==> config.mk <==
export PLATFORM = sky130hd
export DESIGN_NAME = display_word_ctrl
export DESIGN_NICKNAME = d
export VERILOG_FILES = /design/src/rtl/display_ctrl_pkg.sv /design/src/rtl/display_word_ctrl_inactivity_timer.sv /design/src/rtl/display_word_ctrl.sv
export SDC_FILE = /design/constraint.sdc
export NUM_CORES = 1
export LEC_CHECK = 0
export ABC_AREA = 1
export CAP_MARGIN = 20
export CORE_AREA = 10 10 108 110
export DETAILED_ROUTE_END_ITERATION = 10
export DIE_AREA = 0 0 118 120
export GPL_TIMING_DRIVEN = 0
export PLACE_DENSITY = 0.73
export SYNTH_ARGS = -nofsm -noshare
export SYNTH_HDL_FRONTEND = slang
export SYNTH_HIERARCHICAL = 1
export SYNTH_SLANG_ARGS = --single-unit
==> constraint.sdc <==
create_clock -name clock -period 3.3 [get_ports clock]
set_input_delay 0.825 -clock clock [delete_from_list [all_inputs] [get_ports clock]]
set_output_delay 0.825 -clock clock [all_outputs]
set_load 0.005 [all_outputs]
==> src/rtl/display_ctrl_pkg.sv <==
// Shared types and sizes for the UART-to-display word controller.
package display_ctrl_pkg;

    typedef enum logic [1:0] {
        IDLE,
        COLLECT,
        COMMIT
    } disp_ctrl_state_t;

    localparam int BYTES_PER_WORD = 4;
    localparam int WORD_W         = 32;
    localparam int BYTE_W         = 8;

endpackage

==> src/rtl/display_word_ctrl_inactivity_timer.sv <==
// Inter-byte inactivity timer. Counts idle cycles while a partial word is
// held and flags expiry combinationally, so the controller can abort on the
// same edge at which the count would reach TIMEOUT_CYCLES-1.
module inactivity_timer #(
    parameter int TIMEOUT_CYCLES = 1_000_000
) (
    input  logic clock,
    input  logic reset,
    input  logic clear,
    input  logic run,
    output logic expired
);

    localparam int CNT_W = $clog2(TIMEOUT_CYCLES);
    localparam logic [CNT_W-1:0] LAST_IDLE = CNT_W'(TIMEOUT_CYCLES - 2);

    logic [CNT_W-1:0] cnt_q;

    // Idle-cycle counter: cleared on activity or outside a partial word.
    always_ff @(posedge clock or posedge reset) begin
        if (reset) begin
            cnt_q <= '0;
        end else if (clear) begin
            cnt_q <= '0;
        end else if (run) begin
            cnt_q <= cnt_q + 1'b1;
        end
    end

    // This idle cycle is the one that brings the count to TIMEOUT_CYCLES-1.
    assign expired = run && !clear && (cnt_q == LAST_IDLE);

endmodule

==> src/rtl/display_word_ctrl.sv <==
// Assembles four received bytes (first byte in [31:24]) into a display word
// and commits it to the display register, with a one-deep pending buffer
// behind freeze. Optional inter-byte timeout enabled by DISP_CTRL_TIMEOUT_EN.
module display_word_ctrl
    import display_ctrl_pkg::*;
#(
    parameter int TIMEOUT_CYCLES = 1_000_000
) (
    input  logic        clock,
    input  logic        reset,
    input  logic [7:0]  rx_data,
    input  logic        rx_valid,
    input  logic        freeze,
    output logic [31:0] disp_word,
    output logic        word_valid,
    output logic        busy,
    output logic        pending,
    output logic        timeout_err
);

    localparam logic [2:0] LAST_BYTE = 3'(BYTES_PER_WORD - 1);

    if (TIMEOUT_CYCLES < 2) begin : g_bad_timeout
        $error("display_word_ctrl: TIMEOUT_CYCLES must be at least 2");
    end

    disp_ctrl_state_t  state_q, state_d;
    logic [2:0]        count_q, count_d;
    logic [WORD_W-1:0] shift_q;
    logic [WORD_W-1:0] disp_q;
    logic [WORD_W-1:0] pbuf_q;
    logic              pend_q;
    logic              wv_q;
    logic              show;
    logic              park;
    logic              drain;

`ifdef DISP_CTRL_TIMEOUT_EN
    logic expired;
    logic abort;
    logic terr_q;

    inactivity_timer #(
        .TIMEOUT_CYCLES(TIMEOUT_CYCLES)
    ) u_timer (
        .clock  (clock),
        .reset  (reset),
        .clear  ((state_q != COLLECT) || rx_valid),
        .run    ((state_q == COLLECT) && !rx_valid),
        .expired(expired)
    );

    // One-cycle error pulse for each discarded partial word.
    always_ff @(posedge clock or posedge reset) begin
        if (reset) begin
            terr_q <= 1'b0;
        end else begin
            terr_q <= abort;
        end
    end

    assign timeout_err = terr_q;
`else
    assign timeout_err = 1'b0;
`endif

    // State and byte-count register.
    always_ff @(posedge clock or posedge reset) begin
        if (reset) begin
            state_q <= IDLE;
            count_q <= '0;
        end else begin
            state_q <= state_d;
            count_q <= count_d;
        end
    end

    // Next state, byte count and commit/drain decisions.
    always_comb begin
        state_d = state_q;
        count_d = count_q;
        show    = 1'b0;
        park    = 1'b0;
`ifdef DISP_CTRL_TIMEOUT_EN
        abort   = 1'b0;
`endif
        case (state_q)
            IDLE: begin
                if (rx_valid) begin
                    count_d = 3'd1;
                    state_d = COLLECT;
                end
            end
            COLLECT: begin
                if (rx_valid) begin
                    count_d = count_q + 3'd1;
                    if (count_q == LAST_BYTE) begin
                        state_d = COMMIT;
                    end
                end
`ifdef DISP_CTRL_TIMEOUT_EN
                else if (expired) begin
                    abort   = 1'b1;
                    count_d = '0;
                    state_d = IDLE;
                end
`endif
            end
            COMMIT: begin
                // The newest word always wins: shown now, or parked over any older one.
                if (freeze) begin
                    park = 1'b1;
                end else begin
                    show = 1'b1;
                end
                // A byte arriving in this cycle starts the next word.
                if (rx_valid) begin
                    count_d = 3'd1;
                    state_d = COLLECT;
                end else begin
                    count_d = '0;
                    state_d = IDLE;
                end
            end
            default: begin
                count_d = '0;
                state_d = IDLE;
            end
        endcase
        drain = (state_q != COMMIT) && !freeze && pend_q;
    end

    // Byte shifter, display register and pending buffer.
    always_ff @(posedge clock or posedge reset) begin
        if (reset) begin
            shift_q <= '0;
            disp_q  <= '0;
            pbuf_q  <= '0;
            pend_q  <= 1'b0;
            wv_q    <= 1'b0;
        end else begin
            wv_q <= 1'b0;
            if (rx_valid) begin
                shift_q <= {shift_q[WORD_W-BYTE_W-1:0], rx_data};
            end
            if (show) begin
                disp_q <= shift_q;
                wv_q   <= 1'b1;
                pend_q <= 1'b0;
            end else if (park) begin
                pbuf_q <= shift_q;
                pend_q <= 1'b1;
            end else if (drain) begin
                disp_q <= pbuf_q;
                wv_q   <= 1'b1;
                pend_q <= 1'b0;
            end
        end
    end

    assign disp_word  = disp_q;
    assign word_valid = wv_q;
    assign busy       = (state_q == COLLECT);
    assign pending    = pend_q;

endmodule

Word-level counts from Yosys, hierarchy flattened
Index checks and enable logic that the tools add are counted.
{"block": "totals", "input_bits": 12, "reg_bits": 103, "out_inout_bits": 36, "elab_cells": 49}
{"block": "classes", "n_eq_ne": 8, "n_bitwise": 1, "reduce_logical": 10, "muxes": 22, "addsub": 1}
{"op": "32-bit 2-to-1 mux", "n": 3}
{"op": "1-bit 2-to-1 mux", "n": 12}
{"op": "3-bit one-hot mux with 3 select lines", "n": 1}
{"op": "2-bit != test (second input constant)", "n": 4}
{"op": "2-bit 2-to-1 mux", "n": 3}
{"op": "3-bit 2-to-1 mux", "n": 2}
{"op": "2-bit one-hot mux with 3 select lines", "n": 1}
{"op": "2-bit AND reduction", "n": 3}
{"op": "3-bit by 1-bit adder with 3-bit output (second input constant)", "n": 1}
{"op": "3-bit by 2-bit equality test with 1-bit output (second input constant)", "n": 1}
{"op": "3-bit AND reduction", "n": 1}
{"op": "3-bit nonzero test", "n": 1}
{"op": "2-bit by 1-bit equality test with 1-bit output (second input constant)", "n": 1}
{"op": "2-bit equality test (second input constant)", "n": 1}
{"op": "1-bit logical AND", "n": 2}
{"op": "2-bit logical NOT", "n": 1}
{"op": "2-bit by 1-bit != test with 1-bit output (second input constant)", "n": 1}
{"op": "2-bit nonzero test", "n": 1}
{"op": "1-bit logical NOT", "n": 1}
{"op": "1-bit inverter", "n": 1}

Logic depth before layout (Yosys ltp)
{"block": "depth", "ltp_word": 6, "mapped_depth": 7, "depth_no_buf": 6}

Worst setup path before layout
No wires, ideal clock.
{"block": "synth_timing", "path_type": "register to output", "startpoint": "register state_q[0]", "endpoint": "output port busy", "setup_slack_ns": 1.789, "stages_incl_launch_ff": 3, "arrival_time_ns": 0.686, "t_required_ns": 2.475, "n_path_buf": 0, "cell_sequence": "dfrtp_1 -> inv_4 -> nor2_1"}
{"block": "synth_between", "elab_chain_cells": 1}
{"element": "start: declaration", "line": "display_word_ctrl.sv:27", "rtl": "disp_ctrl_state_t state_q, state_d;"}
{"element": "start signal: assignment", "line": "display_word_ctrl.sv:73", "rtl": "state_q <= state_d;"}
{"element": "2-bit by 1-bit equality test with 1-bit output", "line": "display_word_ctrl.sv:163", "rtl": "assign busy = (state_q == COLLECT);"}
{"element": "end: declaration", "line": "display_word_ctrl.sv:16", "rtl": "output logic busy,"}
Every way passes these cells.

Final worst setup path
Ends and elaborated chain as after synthesis.

==> flow_summary.json <==
{
  "synth_seq_area_share_pct": 55.6,
  "gr-total-overflow": 0,
  "dpl.cell_count": 699,
  "pwr-share-clk_pct": 22.3,
  "row_count": 36,
  "total_power_mw": 3.62,
  "worstPathRequired_ps": 2470,
  "vias_per_cell": 4.99,
  "hold_depth": 2,
  "power_switching_mw": 1.20,
  "routed_wl_mm": 10.5,
  "grt_max_degree": 40,
  "ioPinCount": 48,
  "finalNetCount": 591,
  "finalInstanceArea_sq_um": 5490,
  "grt_use_total_pct": 15.0,
  "drv_cap": 0,
  "synth_area_sq_um": 4630,
  "worstSkewPairLatency_ps": 370,
  "max_freq_ghz": 0.394,
  "first_iter_violations": 191,
  "tightest_slew_ps": 820,
  "clk_pin_slew_ps": 90,
  "finalCriticalPeriod_ps": 2540,
  "coreArea_sq_um": 9550,
  "ctsHoldBuffers": 0,
  "drc_errors": 0,
  "crit_path_start_kind": "register",
  "antenna_found_initial": 0,
  "combPwrFrac_pct": 28.5,
  "finalSetupTns_ps": 0,
  "dp.final_hpwl_mm": 7.49,
  "clockRootBuffer": "clkbuf_8",
  "gp_congestion": 0.863,
  "grt_pass1_wl_mm": 17.7,
  "power_frac_seq_pct": 49.2,
  "rsz0062_at_grt": "false",
  "via_count": 3567,
  "synth.ff_latch_count": 103,
  "slew_headroom_pct": 45.2,
  "die_w_um": 118,
  "hold_viol_final": 0,
  "status": "complete, no violations",
  "start_util_pct": 48.5,
  "final_cell_mix": "nand2_1, dfrtp_1, clkdlybuf4s50_1",
  "intPower_mw": 2.42,
  "dpl_cell_area_sq_um": 5290,
  "layout.cells.non_filler": 715,
  "dieArea_sq_um": 14200,
  "crit_type": "register to output port",
  "first_global_vias": 3599,
  "insertedDiodeCount": 0,
  "syn2layout_area_growth_pct": 18.5,
  "die_h_um": 120,
  "pre_cts_ws_ps": 1020,
  "synth_area_per_cell_sq_um": 8.93,
  "numCtsBuffers": 9,
  "min_path_type": "register to register",
  "power_density_nw_per_um2": 659,
  "worstRegToRegCells": 6,
  "yosys_warnings": 6,
  "drive_gt1_share_pct": 15.5,
  "ant_nets": 0,
  "cts_tree": "yes",
  "cts-htree-levels": 3,
  "layout_commonest_cell": "nand2_1",
  "synth.distinct_cells": 28,
  "final_core_util_pct": 57.5,
  "path_max_fanout": 9,
  "skew_ps": 11.2,
  "wire_per_inst_um": 14.7,
  "post_cts_buffers": 0,
  "numPortBuffers": 45,
  "drt_first_pass_iters": 6,
  "cts_num_sinks": 103,
  "switching_share_pct": 33.1,
  "power_leakage_nw": 2.75,
  "end_kind": "output port",
  "hold_ws_ps": 484,
  "setup_viol": 0,
  "syn-num-nets": 533,
  "syn_inst": 519,
  "fin_ws_ps": 763,
  "cts.repair.resized": 0,
  "final_max_slew_viol_count": 0,
  "vdd_ir_drop_max_uv": 376,
  "critPathArrivalTime_ps": 1710,
  "cts_buffer_depth": 2,
  "min_period_over_period_pct": 76.9
}
==> path summary, 6_finish.rpt <==
check / slack [ps] / from / to
max reg2reg: 1880 / state_q[0]$_DFFE_PP0P_ / disp_word[21]$_DFFE_PP0P_
max: 760 / state_q[0]$_DFFE_PP0P_ / busy
min in group asynchronous: 950 / reset / count_q[0]$_DFFE_PP0P_
min reg2reg: 480 / disp_word[16]$_DFFE_PP0P_ / disp_word[16]$_DFFE_PP0P_
min: 480 / disp_word[16]$_DFFE_PP0P_ / disp_word[16]$_DFFE_PP0P_
max in group asynchronous: 1490 / reset / disp_word[18]$_DFFE_PP0P_
==> cell families after synthesis <==
kind of cell               Yosys count  share of synthesized area [%]
DFF                                103                           55.6
other                                1                         0.0809
adders and majority gates            2                          0.540
and+or+nand+nor                    267                           24.5
AOI/OAI and AO/OA                   72                           10.7
buffers and inverters               74                           8.53
==> worst max-delay path, cell delays in order, from the launching register on <==
cell	delay [ps]
dfrtp_1	460
inv_4	110
nor2_1	220
clkdlybuf4s50_1	560
==> layer usage <==
metal	GRT usage (%)	vias up	part of all wire (%)
met2	23.4	77	47
met1	19.9	1719	47
met3	3.38	9	5.1
met5	0	-	0
met4	6.03	0	0.97
li1	-	1762	-
==> synth_stat cells, drive strengths merged <==
cell / instances / share of area, %
nand4: 32 / 4.3
dfrtp: 103 / 56
o21ai: 67 / 9.9
clkbuf: 5 / 0.41
nor2: 3 / 0.41
nand3: 3 / 0.59
inv: 41 / 3.4
o22ai: 2 / 0.27
a21oi: 3 / 0.57
buf: 28 / 4.7
ha: 2 / 0.54
nand2: 229 / 19
conb: 1 / 0.081
==> power by group through the flow <==
stage	combinational, mW	sequential, mW	clock [mW]
after floorplan	0.668	1.77	0
after global placement	1.00	1.79	0
after detailed placement	1.04	1.81	0
after CTS	1.05	1.78	0.811
after global routing	1.17	1.82	0.860
final	1.03	1.78	0.805
==> layout make-up <==
class                   instances  area [sq um]
fillers                       886          4060
flip-flops and latches        103          2580
multi-input cells             342          1660
repair buffers                 47           490
plain buffers                  33           236
well taps                     133           166
inverters                      41           163
clock buffers                  10           128
clock inverters                 6          68.8
==> flip-flops by register name (all words and copies together), names as in the netlist <==
register	count
disp_word	32
pbuf_q	32
shift_q	32
count_q	3
state_q	2
pending	1
word_valid	1
Power figures use the tool's default switching activity.
